$ cat config.mk
export PLATFORM = sky130hd
export DESIGN_NAME = reset_seq
export DESIGN_NICKNAME = d
export VERILOG_FILES = /design/src/rtl/reset_seq_pkg.sv /design/src/rtl/reset_seq_sync_2ff.sv /design/src/rtl/reset_seq.sv
export SDC_FILE = /design/constraint.sdc
export NUM_CORES = 1
export LEC_CHECK = 0
export BUFFER_PORTS_ARGS = -buffer_cell sky130_fd_sc_hd__clkbuf_2
export CAP_MARGIN = 30
export CELL_PAD_IN_SITES_DETAIL_PLACEMENT = 2
export CELL_PAD_IN_SITES_GLOBAL_PLACEMENT = 2
export CORE_ASPECT_RATIO = 0.8
export CORE_MARGIN = 2
export CORE_UTILIZATION = 38
export CTS_BUF_LIST = sky130_fd_sc_hd__clkbuf_8 sky130_fd_sc_hd__clkbuf_16
export CTS_CLUSTER_SIZE = 20
export DETAILED_ROUTE_END_ITERATION = 8
export PLACE_DENSITY_LB_ADDON = 0.1
export RECOVER_POWER = 25
export SYNTH_ARGS = -nofsm -noshare
export SYNTH_HDL_FRONTEND = slang
export SYNTH_SLANG_ARGS = --single-unit
$ cat constraint.sdc
create_clock -name i_clk -period 2.9 [get_ports i_clk]
set_input_delay 0.29 -clock i_clk [delete_from_list [all_inputs] [get_ports i_clk]]
set_output_delay 0.29 -clock i_clk [all_outputs]
set_load 0.1 [all_outputs]
$ cat src/rtl/reset_seq_pkg.sv
// Shared types and helpers for the reset_seq multi-domain reset release sequencer.
package reset_seq_pkg;

  typedef enum logic [2:0] {
    ST_IDLE     = 3'd0,
    ST_ASSERT   = 3'd1,
    ST_ACK_WAIT = 3'd2,
    ST_HOLD     = 3'd3,
    ST_DONE     = 3'd4,
    ST_FAULT    = 3'd5
  } state_t;

  // The counter must hold the larger of the two intervals without wrapping.
  function automatic int cnt_width(input int delay, input int timeout);
    int m;
    m = (delay > timeout) ? delay : timeout;
    return $clog2(m + 1);
  endfunction

endpackage

$ cat src/rtl/reset_seq_sync_2ff.sv
// Single-bit two-flop synchronizer for the asynchronous rdy acknowledgements.
module sync_2ff (
  input  logic i_clk,
  input  logic i_rst,
  input  logic i_d,
  output logic o_q
);

  logic r_meta;
  logic r_sync;

  always_ff @(posedge i_clk or posedge i_rst) begin
    if (i_rst) begin
      r_meta <= 1'b0;
      r_sync <= 1'b0;
    end else begin
      r_meta <= i_d;
      r_sync <= r_meta;
    end
  end

  assign o_q = r_sync;

endmodule

$ cat src/rtl/reset_seq.sv
// Sequenced reset release for STAGES domains with per-stage ack timeout and fault report.
// Optional macro RESET_SEQ_RELOCK_EN: loss of any ack in DONE reruns the whole sequence.
module reset_seq
  import reset_seq_pkg::*;
#(
  parameter int STAGES      = 4,
  parameter int STAGE_DELAY = 1000,
  parameter int TIMEOUT     = 100000
) (
  input  logic                      i_clk,
  input  logic                      i_rst,
  input  logic                      i_req,
  input  logic [STAGES-1:0]         i_rdy,
  output logic [STAGES-1:0]         o_rst_out,
  output logic                      o_done,
  output logic                      o_fault,
  output logic [$clog2(STAGES)-1:0] o_fault_stage,
  output state_t                    o_state
);

  localparam int KW = $clog2(STAGES);
  localparam int CW = cnt_width(STAGE_DELAY, TIMEOUT);
  localparam logic [CW-1:0] DLY_LAST = CW'(STAGE_DELAY - 1);
  localparam logic [CW-1:0] TO_LIM   = CW'(TIMEOUT);
  localparam logic [CW-1:0] CNT_MAX  = '1;
  localparam logic [KW-1:0] K_LAST   = KW'(STAGES - 1);

  // Handshake: i_req is a level (1 = run / stay released, 0 = abort now); each
  // rdy bit is a level ack sampled only while its own stage k is awaited.
  logic [STAGES-1:0] w_rdy_s;

  for (genvar g = 0; g < STAGES; g++) begin : g_sync
    sync_2ff u_sync (
      .i_clk (i_clk),
      .i_rst (i_rst),
      .i_d   (i_rdy[g]),
      .o_q   (w_rdy_s[g])
    );
  end

  state_t            r_state;
  state_t            w_state_nxt;
  logic [KW-1:0]     r_k;
  logic [KW-1:0]     w_k_nxt;
  logic [CW-1:0]     r_cnt;
  logic [CW-1:0]     w_cnt_nxt;
  logic [STAGES-1:0] r_rst_out;
  logic [STAGES-1:0] w_rst_nxt;
  logic              r_done;
  logic              w_done_nxt;
  logic              r_fault;
  logic              w_fault_nxt;
  logic [KW-1:0]     r_fault_stage;
  logic [KW-1:0]     w_fault_stage_nxt;

  always_comb begin
    w_state_nxt       = r_state;
    w_k_nxt           = r_k;
    w_cnt_nxt         = (r_cnt == CNT_MAX) ? r_cnt : r_cnt + CW'(1);
    w_rst_nxt         = '1;
    w_done_nxt        = 1'b0;
    w_fault_nxt       = 1'b0;
    w_fault_stage_nxt = '0;

    case (r_state)
      ST_IDLE: begin
        w_k_nxt   = '0;
        w_cnt_nxt = '0;
        if (i_req) w_state_nxt = ST_ASSERT;
      end
      ST_ASSERT: begin
        if (r_cnt == DLY_LAST) begin
          w_state_nxt = ST_ACK_WAIT;
          w_k_nxt     = '0;
          w_cnt_nxt   = '0;
        end
      end
      ST_ACK_WAIT: begin
        // An ack arriving on the timeout cycle still counts as success.
        if (w_rdy_s[r_k]) begin
          w_state_nxt = (r_k == K_LAST) ? ST_DONE : ST_HOLD;
          w_cnt_nxt   = '0;
        end else if (r_cnt == TO_LIM) begin
          w_state_nxt = ST_FAULT;
        end
      end
      ST_HOLD: begin
        if (r_cnt == DLY_LAST) begin
          w_state_nxt = ST_ACK_WAIT;
          w_k_nxt     = r_k + KW'(1);
          w_cnt_nxt   = '0;
        end
      end
      ST_DONE: begin
        w_cnt_nxt = '0;
`ifdef RESET_SEQ_RELOCK_EN
        if (!(&w_rdy_s)) begin
          w_state_nxt = ST_ASSERT;
          w_k_nxt     = '0;
        end
`endif
      end
      ST_FAULT: begin
        w_cnt_nxt = '0;
      end
      default: begin
        w_state_nxt = ST_IDLE;
      end
    endcase

    if (!i_req && (r_state != ST_IDLE)) begin
      w_state_nxt = ST_IDLE;
      w_k_nxt     = '0;
      w_cnt_nxt   = '0;
    end

    // Outputs are decoded from the next state so they register glitch-free.
    case (w_state_nxt)
      ST_ACK_WAIT, ST_HOLD: begin
        for (int i = 0; i < STAGES; i++) w_rst_nxt[i] = (KW'(i) > w_k_nxt);
      end
      ST_FAULT: begin
        for (int i = 0; i < STAGES; i++) w_rst_nxt[i] = (KW'(i) >= w_k_nxt);
        w_fault_nxt       = 1'b1;
        w_fault_stage_nxt = w_k_nxt;
      end
      ST_DONE: begin
        w_rst_nxt  = '0;
        w_done_nxt = 1'b1;
      end
      default: begin
        w_rst_nxt = '1;
      end
    endcase
  end

  always_ff @(posedge i_clk or posedge i_rst) begin
    if (i_rst) begin
      r_state       <= ST_IDLE;
      r_k           <= '0;
      r_cnt         <= '0;
      r_rst_out     <= '1;
      r_done        <= 1'b0;
      r_fault       <= 1'b0;
      r_fault_stage <= '0;
    end else begin
      r_state       <= w_state_nxt;
      r_k           <= w_k_nxt;
      r_cnt         <= w_cnt_nxt;
      r_rst_out     <= w_rst_nxt;
      r_done        <= w_done_nxt;
      r_fault       <= w_fault_nxt;
      r_fault_stage <= w_fault_stage_nxt;
    end
  end

  assign o_rst_out     = r_rst_out;
  assign o_done        = r_done;
  assign o_fault       = r_fault;
  assign o_fault_stage = r_fault_stage;
  assign o_state       = r_state;

endmodule
== Word-level counts from Yosys, hierarchy flattened ==
Index checks and enable logic that the tools add are counted.
Widths: inputs -> output; s select.

* Input port bits: 7
* Bits in registers: 38
* Output and inout port bits: 11

* Equality and inequality tests: 13
* Magnitude comparators: 9
* Mux-type cells: 22
* Add/sub/neg operators: 2
* Reductions and logical operators: 8

{| class="wikitable"
|+ Operator list
! operator !! number
|-
| $mux 17 || 4
|-
| $pmux 17 s3 || 1
|-
| $eq 17x17->1 const B || 2
|-
| $mux 3 || 6
|-
| $add 17x1->17 const B || 1
|-
| $eq 17x10->1 const B || 1
|-
| $eq 3x2->1 const B || 4
|-
| $eq 3x3->1 const B || 4
|-
| $pmux 3 s4 || 1
|-
| $pmux 4 s3 || 1
|-
| $mux 2 || 4
|-
| $pmux 2 s3 || 1
|-
| $reduce_or 2->1 || 3
|-
| $ge 1x2->1 const A || 2
|-
| $ge 2x2->1 const A || 2
|-
| $gt 1x2->1 const A || 2
|-
| $gt 2x2->1 const A || 2
|-
| $eq 3x1->1 const B || 1
|-
| $logic_not 3->1 || 1
|-
| $lt 2x3->1 const B || 1
|-
| $mux 1 || 3
|-
| $reduce_bool 3->1 || 1
|-
| $reduce_or 3->1 || 1
|-
| $add 2x1->2 const B || 1
|-
| 4 further kinds || 4
|}

== Longest topological paths before layout ==
Gate-level depths: netlist (run 1).

* Word-level depth: 8
* Mapped depth: 10
* Gate-level depth less buffers: 10

== By module ==
From an unflattened synthesis (run 1), not the netlist that was laid out.

* Cell total of the unflattened synthesis: 183
* Area total of the unflattened synthesis: 1933.1 um^2

{| class="wikitable"
|+ Modules (own cells, without submodules)
! module !! cells each !! times used !! area each (um^2)
|-
| reset_seq || 171 || 1 || 1717.9
|-
| sync_2ff || 3 || 4 || 53.8
|}

== Worst setup path after synthesis (run 1) ==
OpenSTA, ideal clock, no wires.

* Path kind: reg-to-reg
* Start: register r_state[0] (netlist: o_state[0])
* End: register r_rst_out[1] (netlist: o_rst_out[1])
* Path slack: 0.626 ns
* Stages on the path, launching flop included: 7
* Arrival time: 2.186 ns
* Data required time: 2.811 ns
* Setup time: 0.089 ns
* Path buffers: 1
* Period minus slack after synthesis: 2.274 ns
* Cells stage by stage: dfrtp_1 > clkbuf_8 > inv_1 > nor4_1 > o32ai_4 > nand3_4 > o211ai_1

* Cells in the longest elaborated chain, start to end: 7
* Elaborated cells on any way between the ends: 26
* Classes of those cells: 2 x order compare; 9 x eq/ne; 9 x mux; 6 x reduce/logical

{| class="wikitable"
|+ Ends and longest elaborated chain
! item !! RTL line !! text
|-
| start, declared || reset_seq.sv:41 || <nowiki>state_t r_state;</nowiki>
|-
| start signal, assigned || reset_seq.sv:147 || <nowiki>r_state <= w_state_nxt;</nowiki>
|-
| $eq 3x3->1, or another cell as far along || reset_seq.sv:65 || <nowiki>case (r_state)</nowiki>
|-
| $reduce_or 2->1 (no source line) / $mux 3 (equally long branches) || - ||
|-
| $pmux 3 s4 || reset_seq.sv:65 ||
|-
| $mux 3 || reset_seq.sv:111 || <nowiki>if (!i_req && (r_state != ST_IDLE)) begin</nowiki>
|-
| $eq 3x2->1 || reset_seq.sv:118 || <nowiki>case (w_state_nxt)</nowiki>
|-
| $reduce_or 2->1 || reset_seq.sv:118 ||
|-
| $pmux 4 s3 * || reset_seq.sv:118 ||
|-
| via w_rst_nxt[1] || reset_seq.sv:48 || <nowiki>logic [STAGES-1:0] w_rst_nxt;</nowiki>
|-
| end signal, assigned || reset_seq.sv:150 || <nowiki>r_rst_out <= w_rst_nxt;</nowiki>
|-
| end, declared || reset_seq.sv:47 || <nowiki>logic [STAGES-1:0] r_rst_out;</nowiki>
|}

Mark *: on every way through the listed nets, which the timed path passes. The rest lies on a longest branch.

== Worst setup path in the final report (run 1) ==
* Start: register r_cnt[0]
* End: register r_rst_out[0] (netlist: o_rst_out[0])

* Elaborated cells on any way between the ends: 19
* Classes of those cells: 2 x order compare; 6 x eq/ne; 10 x mux; 1 x reduce/logical

{| class="wikitable"
|+ RTL lines
! item !! RTL line !! text
|-
| start, declared || reset_seq.sv:45 || <nowiki>logic [CW-1:0] r_cnt;</nowiki>
|-
| start signal, assigned || reset_seq.sv:149 || <nowiki>r_cnt <= w_cnt_nxt;</nowiki>
|-
| $eq 17x10->1 * || reset_seq.sv:72, reset_seq.sv:88 ||
|-
| $mux 2 (on tied branches) || reset_seq.sv:88, reset_seq.sv:72 ||
|-
| $pmux 2 s3 * || reset_seq.sv:65 ||
|-
| $mux 2 * || reset_seq.sv:111 ||
|-
| via w_k_nxt[0] || reset_seq.sv:44 || <nowiki>logic [KW-1:0] w_k_nxt;</nowiki>
|-
| $ge 1x2->1 / $gt 1x2->1 (equally long branches) || reset_seq.sv:123, reset_seq.sv:120 ||
|-
| $pmux 4 s3 * || reset_seq.sv:118 ||
|-
| via w_rst_nxt[0] || reset_seq.sv:48 ||
|}

Marked as above.

==> flow_summary.toml, run 1 <==
[run_status]
outcome = "finished, violations left"
failed_checks = "max-capacitance violations, max-slew violations"

[detailed_routing]
drtAntennaViolNets = 0
viasPerCell = 5.44
drc = 0
initialDrtViolationCount = 33
wirelength_um = 4890
drt_first_pass_iters = 4
wl_per_cell_um = 18.3
vias = 1452

[timing]
drv_slew = 39
fin_skew_ns = 0.0132
rsz0062_at_grt = "false"
finalCriticalPeriod_ns = 2.38
relSlewSlack_pct = -35.8
min_period_over_period_pct = 82.0
worst_pin_slew_ns = 2.04
setup_viol_count_final = 0
hold_viol_final = 0
setup_tns_ns = 0
fmax_mhz = 421

[placed_design]
port_buffers = 17
dp_hpwl_um = 3720
gp_congestion = 0.828

[floorplan]
row_count = 23
die_h_um = 67.4
die_area_um2 = 5610
dieWidth_um = 83.3
io_pins = 18
start_util_pct = 38.8
core_area_um2 = 4920

[logic_synthesis]
synth_edf_count = 0
ys_ff_latch = 38
synthArstFlopShare_pct = 100
ys_seq_area_share_pct = 50.0
syn_avg_cell_area_um2 = 10.4
syn-num-nets = 195
synth_cell_types = 45
synth_area_um2 = 1910
synth_cells = 184
synth-warning-count = 0
synth_flop_cell = "dfrtp_1"

[worst_setup_path]
critPathArrivalTime_ns = 2.58
worstSetupPathType = "register to register"
cp_common_cell = "ha_1"
cp_max_fo = 5
worstPathCellList = "ha_1 -> nand4_1 -> nor2_1 -> nand3_1 -> ha_1 -> a21oi_1 -> a31oi_1 -> o21ai_1 -> inv_1 -> o31ai_2"
worst-path-buf-inv = 1
cp_slowest_cell = "dfrtp_1"
endpoint_kind = "register"
critPathLaunch = "r_cnt[0]$_DFF_PP0_"
cp-start-kind = "register"
path_delay_family = "compound AO/OA/AOI/OAI gates"
r2r-start = "r_cnt[0]$_DFF_PP0_"
critPathMaxStageDelay_ns = 0.43
worstPathRequired_ns = 3.11

[grt]
grt_pass1_vias = 1543
grt_pass1_wl_um = 8130
gr-usage-all-layers_pct = 19.4
grt_max_degree = 39
grt-ovfl-total = 0
antenna_found_initial = 0

[clocking]
clk_pin_slew_ns = 0.08
h-tree-depth = 2
cts_hold_buffers = 0
cts.sinks = 38
clock_latency_ns = 0.30
cts_root_buf = "clkbuf_8"
cts_tree = "done"
clk_path_buf_depth = 2
postCtsSetupRepairBufs = 0
cts-buffers-inserted = 5

[flow_run]
drv_cap = 1

[pwr]
ir_worst_vdd_v = 0.000271
pwr_density_cell_nw_per_um2 = 470
p_leak_nw = 0.889

[final_layout]
nFillCells = 548
fin_util_pct = 42.8
register_area_um2 = 956
num-nets-final = 215
multi_input_area_um2 = 862
layout-drive-gt1-share_pct = 18.5
diodes = 0
area.growth.synth_to_final_pct = 10.2

[worst_hold_path]
hold_path_startpoint = "i_rdy[0]"
hp-class = "primary input to register"
[cells in the mapped netlist, types with 2 or more instances]
cell | n | area, um^2
nor2_1 | 27 | 101
nand2b_1 | 2 | 12.5
xor2_1 | 9 | 78.8
nand4_1 | 6 | 37.5
a31oi_1 | 5 | 31.3
dfstp_2 | 4 | 105
a21oi_1 | 4 | 20.0
o211ai_1 | 2 | 15.0
nor3_1 | 5 | 25.0
xnor2_1 | 5 | 43.8
ha_1 | 4 | 50.1
o21ai_0 | 4 | 20.0
dfrtp_1 | 34 | 851
inv_1 | 10 | 37.5
and2_1 | 2 | 12.5
nand3_1 | 11 | 55.1
buf_6 | 2 | 22.5
nor4_1 | 3 | 18.8
nand2_1 | 17 | 63.8
clkbuf_8 | 2 | 27.5
o31a_1 | 2 | 17.5
[where the power goes]
part           switching [W]  internal (W)
clock network       0.000192      0.000163
logic              0.0000566     0.0000223
registers          0.0000135      0.000541
total               0.000262      0.000727
[area by class of cell]
| type | instances | area share [%] |
|---|---|---|
| Clock inverter | 3 | 0.654 |
| Clock buffer | 5 | 3.27 |
| Tap cell | 62 | 3.69 |
| Timing Repair Buffer | 18 | 4.22 |
| Sequential cell | 38 | 45.4 |
| Inverter | 10 | 1.78 |
| Multi-Input combinational cell | 131 | 41.0 |
[stage by stage]
step | worst slack (ns) | hold slack (ns) | total power (W) | std cells | area, um^2
global placement | 0.534 | 0.333 | 0.000638 | 259 | 2030
floorplan | 0.626 | 0.321 | 0.000626 | 184 | 1910
detailed placement | 0.365 | 0.336 | 0.000646 | 259 | 2030
finish | 0.523 | 0.0942 | 0.000989 | 267 | 2100
global route | 0.108 | 0.0789 | 0.00103 | 267 | 2100
CTS | 0.331 | 0.0835 | 0.00101 | 267 | 2110
[registers in the layout, summed over array words and instances (netlist names)]
name                  count
o_rst_out                 4
r_k                       2
g_sync.u_sync.o_q         4
r_cnt                    17
o_state                   3
o_fault                   1
o_fault_stage             2
o_done                    1
g_sync.u_sync.r_meta      4
[cells by family after synthesis]
group,count (synthesis),share of synthesized area [%]
simple gates,82,21.3
flops,38,50.0
compound gates,30,13.6
buf+inv,15,4.85
xor+xnor,14,6.42
fa+ha+maj,4,2.62
mux,1,1.18
[worst paths after layout]
| path | to | slack [ns] | cells after the start |
|---|---|---|---|
| max in group asynchronous | o_state[1]$_DFF_PP0_ | 1.03 | 3 |
| min in group asynchronous | r_cnt[16]$_DFF_PP0_ | 0.71 | 3 |
| hold / removal | g_sync[0].u_sync.r_meta$_DFF_PP0_ | 0.09 | 1 |
| setup reg to reg | o_rst_out[0]$_DFF_PP1_ | 0.52 | 10 |
| setup / recovery | o_rst_out[0]$_DFF_PP1_ | 0.52 | 10 |
| hold reg to reg | g_sync[2].u_sync.o_q$_DFF_PP0_ | 0.35 | 0 |
[placed cells by master, fill, tap and decap left out, types with 6 or more instances in the layout]
cell type,synthesis,layout
dfrtp_1,34,34
nand4_1,6,6
clkbuf_2,0,17
nand2_1,17,17
nand3_1,11,11
inv_1,10,11
xor2_1,9,9
nor2_1,27,27
[routing by layer]
layer | up-vias | global-route usage [%] | wire [um]
li1 | 683 | - | -
met3 | 6 | 5.62 | 139
met1 | 743 | 26.4 | 2500
met5 | - | 0 | 0
met2 | 20 | 30.1 | 2180
met4 | 0 | 6.15 | 68
[timing repair]
item,CTS,global route
gates resized for setup,0,1
setup endpoints to repair,0,3
hold endpoints to repair,0,0
No activity file was read; power rests on OpenSTA's default activity.
==> inputs of run 2 (changes only) <==
--- a/config.mk
+++ b/config.mk
@@ -5,13 +5,14 @@
 export SDC_FILE = /design/constraint.sdc
 export NUM_CORES = 1
 export LEC_CHECK = 0
+export ABC_AREA = 1
 export BUFFER_PORTS_ARGS = -buffer_cell sky130_fd_sc_hd__clkbuf_2
 export CAP_MARGIN = 30
 export CELL_PAD_IN_SITES_DETAIL_PLACEMENT = 2
 export CELL_PAD_IN_SITES_GLOBAL_PLACEMENT = 2
 export CORE_ASPECT_RATIO = 0.8
 export CORE_MARGIN = 2
-export CORE_UTILIZATION = 38
+export CORE_UTILIZATION = 31
 export CTS_BUF_LIST = sky130_fd_sc_hd__clkbuf_8 sky130_fd_sc_hd__clkbuf_16
 export CTS_CLUSTER_SIZE = 20
 export DETAILED_ROUTE_END_ITERATION = 8
==> constraint.sdc (replaced) <==
create_clock -name i_clk -period 2.1 [get_ports i_clk]
set_input_delay 0.21 -clock i_clk [delete_from_list [all_inputs] [get_ports i_clk]]
set_output_delay 0.21 -clock i_clk [all_outputs]
set_load 0.1 [all_outputs]
==> run 2 against run 1 <==
The flow now finishes without violations. Sequential cell count did not move. Sequential power rose by 46%. Hold slack got worse by 0.075 ns. Critical endpoint is now o_rst_out[1]$_DFF_PP1_. Largest cell class is now multi-input combinational cells. Largest power group unchanged. Highest routed layer unchanged.
==> flow_summary.toml, run 2 <==
[detailed_routing]
initialDrtViolationCount = 52
drc = 0
vias = 1915
wirelength_um = 6670
viasPerCell = 4.78
wl_per_cell_um = 16.6
drtAntennaViolNets = 0
drt_first_pass_iters = 4

[worst_setup_path]
worstPathRequired_ns = 2.32
endpoint_kind = "register"
cp_slowest_cell = "dfrtp_1"
path_delay_family = "simple AND/OR/NAND/NOR gates"
worstSetupPathType = "register to register"
critPathLaunch = "r_cnt[1]$_DFF_PP0_"
ff2ff_setup_slack_ns = 0.10
cp-start-kind = "register"
cp.depth = 17
r2r_cells = 17
timing.rr.end = "o_rst_out[1]$_DFF_PP1_"
r2r-start = "r_cnt[1]$_DFF_PP0_"
worst-path-buf-inv = 4
worstPathCellList = "ha_2 -> nand2_2 -> inv_2 -> nand4_1 -> nor2_1 -> nand2_1 -> ha_1 -> inv_1 -> nand2_1 -> nand3_1 -> nand2_1 -> inv_1 -> nand2_2 -> nand2_1 -> inv_2 -> nand2_1 -> nand3_1"
cp_max_fo = 4
critPathArrivalTime_ns = 2.22
crit_path_end = "o_rst_out[1]$_DFF_PP1_"
critPathMaxStageDelay_ns = 0.39
cp_common_cell = "nand2_1"

[placed_design]
port_buffers = 17
pre_cts_slack_ns = 0.0393
dp_hpwl_um = 5200
gp_congestion = 0.821

[logic_synthesis]
synth_flop_cell = "dfrtp_1"
synthTopCellsByArea = "dfrtp_1 40%, nand2_1 12%, nor2_1 6.3%"
synth_edf_count = 0
synth_cells = 275
synthArstFlopShare_pct = 100
syn_avg_cell_area_um2 = 7.78
synth_area_um2 = 2140
ys_ff_latch = 38
synthTopCellsByCount = "69 x nand2_1, 36 x nor2_1, 35 x inv_1, 34 x dfrtp_1, 22 x nand3_1"
yosys.cell_count.top_type = "nand2_1"
ys_seq_area_share_pct = 44.7
yosys.area.top_type = "dfrtp_1"
synth_top_area_share_pct = 39.8
synth_cell_types = 33
syn-num-nets = 286
synth-warning-count = 0

[final_layout]
area.growth.synth_to_final_pct = 19.9
regMostFlops = "r_cnt"
diodes = 0
final_cell_mix = "64 x nand2_1, 36 x nor2_1, 34 x inv_1, 34 x dfrtp_1, 22 x nand3_1"
final_common_cell = "nand2_1"
layout-drive-gt1-share_pct = 27.4
num-nets-final = 324
largest_reg_flops = 17
nFillCells = 801

[timing]
rsz0062_at_grt = "true"
fin_skew_ns = 0.00587
drv_slew = 0
hold_viol_final = 0
fmax_mhz = 501
relSlewSlack_pct = 33.4
worst_pin_slew_ns = 0.999
finalCriticalPeriod_ns = 2.00
min_period_over_period_pct = 95.1
worst_slack_ns = 0.102
setup_viol_count_final = 0

[clocking]
h-tree-depth = 2
cts-buffers-inserted = 5
clk_pin_slew_ns = 0.08
clk_path_buf_depth = 2
cts.sinks = 38
clock_latency_ns = 0.29
cts_root_buf = "clkbuf_8"
cts_tree = "done"

[floorplan]
die_area_um2 = 7590
dieWidth_um = 96.9
io_pins = 18
row_count = 27
core_area_um2 = 6790
die_h_um = 78.3
start_util_pct = 31.5

[grt]
grt_pass1_wl_um = 11100
grt_pass1_vias = 2089
grt-ovfl-total = 0
grt_max_degree = 39
gr-usage-all-layers_pct = 18.8
antenna_found_initial = 0

[run_status]
outcome = "completed"

[pwr]
p_leak_nw = 1.26
pwr_density_cell_nw_per_um2 = 754
ir_worst_vdd_v = 0.000263
power_w = 0.00194

[worst_hold_path]
hp-class = "primary input to register"
hold_path_startpoint = "i_rdy[0]"

[flow_run]
drv_cap = 0
-- run 2: worst min path at each step --
stage,to,slack [ns],cells after the start
floorplan,g_sync[0].u_sync.r_meta$_DFF_PP0_,0.24,0
global placement,g_sync[1].u_sync.r_meta$_DFF_PP0_,0.32,1
detailed placement,g_sync[0].u_sync.r_meta$_DFF_PP0_,0.32,1
CTS,g_sync[0].u_sync.r_meta$_DFF_PP0_,0.004,1
global route,g_sync[0].u_sync.r_meta$_DFF_PP0_,0.0004,1
finish,g_sync[0].u_sync.r_meta$_DFF_PP0_,0.02,1
-- run 2: through the flow --
step	util, %	area, um^2	hold WS [ns]	setup TNS, ns	std cells
6_report	37.8	2570	0.0196	0	401
5_1_grt	37.8	2570	0.000373	-0.575	401
4_1_cts	37.1	2520	0.00435	0	397
3_5_place_dp	35.4	2400	0.320	0	389
3_3_place_gp	35.4	2400	0.320	0	389
2_1_floorplan	-	2140	0.241	0	275
-- run 2: logic make-up after synthesis --
group           count (synthesis)  synth area share [%]
simple gates                  165                  38.1
buf+inv                        46                  8.42
flops                          38                  44.7
compound gates                 20                  5.67
fa+ha+maj                       4                  2.34
xor+xnor                        2                 0.819
-- run 2: timing repair --
item                                   4_1_cts  5_1_grt
buffers inserted                             0        2
setup endpoints to repair                    0        6
hold buffers                                 0        2
gates resized for setup                      0        8
endpoints found under the hold margin        0        2
-- run 2: where the power goes --
group / switching, W / leakage [nW] / internal, W
clock: 0.000293 / 0.0504 / 0.000354
sequential: 0.0000395 / 0.495 / 0.000769
combinational: 0.000339 / 0.713 / 0.000142
-- run 2: metal layers --
metal	routed length [um]	vias to the layer above	track usage, %
li1	-	935	-
met3	146	4	4.01
met1	3690	950	28.3
met5	0	-	0
met4	57	0	4.08
met2	2770	26	27.4
-- run 2: final cells by class --
class	instances	area [um^2]	share of cell area [%]
flip-flops and latches	38	956	37.3
clock inverters	3	45.0	1.76
clock buffers	5	68.8	2.68
inverters	45	169	6.58
multi-input cells	191	1020	39.7
repair buffers	32	200	7.80
well taps	87	109	4.24
==> inputs of run 3 (changes only) <==
--- a/config.mk
+++ b/config.mk
@@ -7,7 +7,7 @@
 export LEC_CHECK = 0
 export ABC_AREA = 1
 export BUFFER_PORTS_ARGS = -buffer_cell sky130_fd_sc_hd__clkbuf_2
-export CAP_MARGIN = 30
+export CAP_MARGIN = 10
 export CELL_PAD_IN_SITES_DETAIL_PLACEMENT = 2
 export CELL_PAD_IN_SITES_GLOBAL_PLACEMENT = 2
 export CORE_ASPECT_RATIO = 0.8
@@ -20,4 +20,5 @@
 export RECOVER_POWER = 25
 export SYNTH_ARGS = -nofsm -noshare
 export SYNTH_HDL_FRONTEND = slang
+export SYNTH_HIERARCHICAL = 1
 export SYNTH_SLANG_ARGS = --single-unit
==> run 3 against run 2 <==
Cell count is 0.75% lower. Count of clock-buffer cells in the layout unchanged. Synthesized cell count is 0.36% higher. Via count fell by 1.5%. Die area is 1.2% lower. Final area increased by 1.4%. Setup slack better by 0.044 ns. Largest cell class unchanged. Hold slack got worse by 0.0051 ns. Utilization is 2.2 points higher. Global-route usage hardly changed.
==> flow_summary.toml, run 3 <==
[detailed_routing]
viasPerCell = 4.74
dr_wl_met2_um = 2620
wirelength_um = 6370
drtAntennaViolNets = 0
drc = 0
routedLengthMet1_um = 3500
wl_met3_um = 195
drt_first_pass_iters = 4
vias = 1886
highest_layer = "met4"
wl_per_cell_um = 16.0
initialDrtViolationCount = 83

[final_layout]
layout-drive-gt1-share_pct = 25.5
final_cell_mix = "70 x nand2_1, 40 x inv_1, 36 x nor2_1, 30 x dfrtp_1, 20 x nand3_1"
num-nets-final = 324
regMostFlops = "r_cnt"
final_common_cell = "nand2_1"
area.growth.synth_to_final_pct = 23.1
diodes = 0
largest_reg_flops = 17

[floorplan]
die_h_um = 77.9
dieWidth_um = 96.3
io_pins = 18
row_count = 26
start_util_pct = 32.5
die_area_um2 = 7500
core_area_um2 = 6510

[worst_setup_path]
ff2ff_setup_slack_ns = 0.15
cp-start-kind = "register"
worstSetupPathType = "register to register"
r2r_cells = 14
crit_path_end = "o_rst_out[1]$_DFF_PP1_"
endpoint_kind = "register"
worstPathRequired_ns = 2.32
r2r-start = "r_cnt[5]$_DFF_PP0_"
critPathArrivalTime_ns = 2.17
critPathLaunch = "r_cnt[5]$_DFF_PP0_"
cp_max_fo = 6
timing.rr.end = "o_rst_out[1]$_DFF_PP1_"

[grt]
grt_pass1_wl_um = 10500
grt_pass1_vias = 2013
gr-usage-all-layers_pct = 18.7
grt_max_degree = 31
grt-ovfl-total = 0
antenna_found_initial = 0

[timing]
worst_pin_slew_ns = 0.858
rsz0062_at_grt = "true"
hold_viol_final = 0
fin_skew_ns = 0.00709
setup_viol_count_final = 0
fmax_mhz = 512
whs_ns = 0.0145
drv_slew = 0
relSlewSlack_pct = 42.8
finalCriticalPeriod_ns = 1.95
min_period_over_period_pct = 93.0
setup_tns_ns = 0

[clocking]
cts.sinks = 38
clk_path_buf_depth = 2
cts_root_buf = "clkbuf_8"
clock_latency_ns = 0.30
h-tree-depth = 2
clk_pin_slew_ns = 0.08
cts_tree = "done"
cts-buffers-inserted = 5

[pwr]
p_leak_nw = 1.28
ir_worst_vdd_v = 0.000488
pwr_density_cell_nw_per_um2 = 782

[logic_synthesis]
synthTopCellsByArea = "dfrtp_1 40%, nand2_1 13%, inv_1 7.5%"
synth_area_um2 = 2110
synth_top_area_share_pct = 40.3
syn_avg_cell_area_um2 = 7.66
synthTopCellsByCount = "71 x nand2_1, 42 x inv_1, 41 x nor2_1, 34 x dfrtp_1, 21 x nand3_1"
ys_ff_latch = 38
synth-warning-count = 6
synth_edf_count = 0
synthArstFlopShare_pct = 100
synth_flop_cell = "dfrtp_1"
yosys.cell_count.top_type = "nand2_1"
synth_cell_types = 36
syn-num-nets = 287
yosys.area.top_type = "dfrtp_1"
ys_seq_area_share_pct = 45.2
synth_cells = 276

[placed_design]
port_buffers = 17
gp_congestion = 0.775
dp_hpwl_um = 4980

[worst_hold_path]
hp-class = "primary input to register"

[flow_run]
drv_cap = 0

[run_status]
outcome = "completed"
## run 3: cell types whose count changed in the layout (fill, tap and decap cells not counted), sizes merged, moves of 2 or more
| cell | delta |
|---|---|
| nand2 | -5 |
| a21oi | -2 |
| clkinv | +2 |
| inv | +2 |
| nand3b | +2 |
| nor2 | +2 |
## run 3: repair_timing
action,4_1_cts,5_1_grt
hold buffers,1,0
hold endpoints to repair,8,0
buffers inserted,0,2
resized for setup,0,18
endpoints found under the setup margin,0,9
## run 3: logic make-up (layout without fill, tap and decap cells)
| kind of cell | count (synthesis) | in the layout | share of synthesized area (%) |
|---|---|---|---|
| AND/OR/NAND/NOR | 162 | 162 | 36.6 |
| buffers and inverters | 51 | 89 | 9.18 |
| flip-flops | 38 | 38 | 45.2 |
| AO/OA/AOI/OAI | 18 | 18 | 5.39 |
| adder cells (fa/ha/maj) | 4 | 4 | 2.37 |
| XOR/XNOR | 3 | 3 | 1.24 |
## run 3: worst min path at each step
stage,from,end,slack (ns),cells past startpoint
floorplan,i_rst,g_sync[0].u_sync/o_q$_DFF_PP0_,-0.05,1
global placement,i_rst,g_sync[2].u_sync/r_meta$_DFF_PP0_,0.10,2
detailed placement,i_rst,g_sync[0].u_sync/r_meta$_DFF_PP0_,0.10,2
CTS,i_rdy[0],g_sync[0].u_sync/r_meta$_DFF_PP0_,0.004,1
global route,i_rdy[1],g_sync[1].u_sync/r_meta$_DFF_PP0_,0.002,1
finish,i_rdy[0],g_sync[0].u_sync/r_meta$_DFF_PP0_,0.01,1
## run 3: worst max-delay path: stages, from the launching register on
cell and delay, ns:
dfrtp_1 0.37, inv_2 0.10, nor2_4 0.11, nand2_2 0.08
nor3_2 0.17, nand2_1 0.07, ha_1 0.26, o22ai_1 0.17
nor2_1 0.07, nor2_2 0.18, inv_2 0.05, nand2_1 0.06
inv_1 0.05, nand2_1 0.05, nand3_1 0.08
## run 3: layer usage
layer / GRT usage, % / vias to the layer above
li1: - / 929
met4: 5.07 / 0
met2: 25.4 / 23
met3: 3.50 / 5
met1: 29.8 / 929
met5: 0 / -
## run 3: through the flow
step           std cells  power (W)  util (%)  setup WS [ns]  instance area [um^2]
2_1_floorplan        276    0.00112         -         0.0261                  2110
6_report             398    0.00203      40.0          0.147                  2600
5_1_grt              398    0.00214      40.0       -0.00663                  2600
4_1_cts              396    0.00204      38.9         0.0189                  2530
3_5_place_dp         387    0.00126      36.6         0.0186                  2380
3_3_place_gp         387    0.00125      36.6          0.143                  2380
## run 3: power by group
| part | internal, W | switching (W) |
|---|---|---|
| sequential | 0.000769 | 0.0000418 |
| combinational | 0.000119 | 0.000339 |
| clock | 0.000476 | 0.000290 |
## run 3: area by class of cell
type                       instances  area, um^2
fill                             781        3910
clock buffer                       5        68.8
inverter                          49         188
sequential                        38         961
timing repair buffer              32         196
tap                               84         105
multi-input combinational        187        1010
clock inverter                     3        68.8
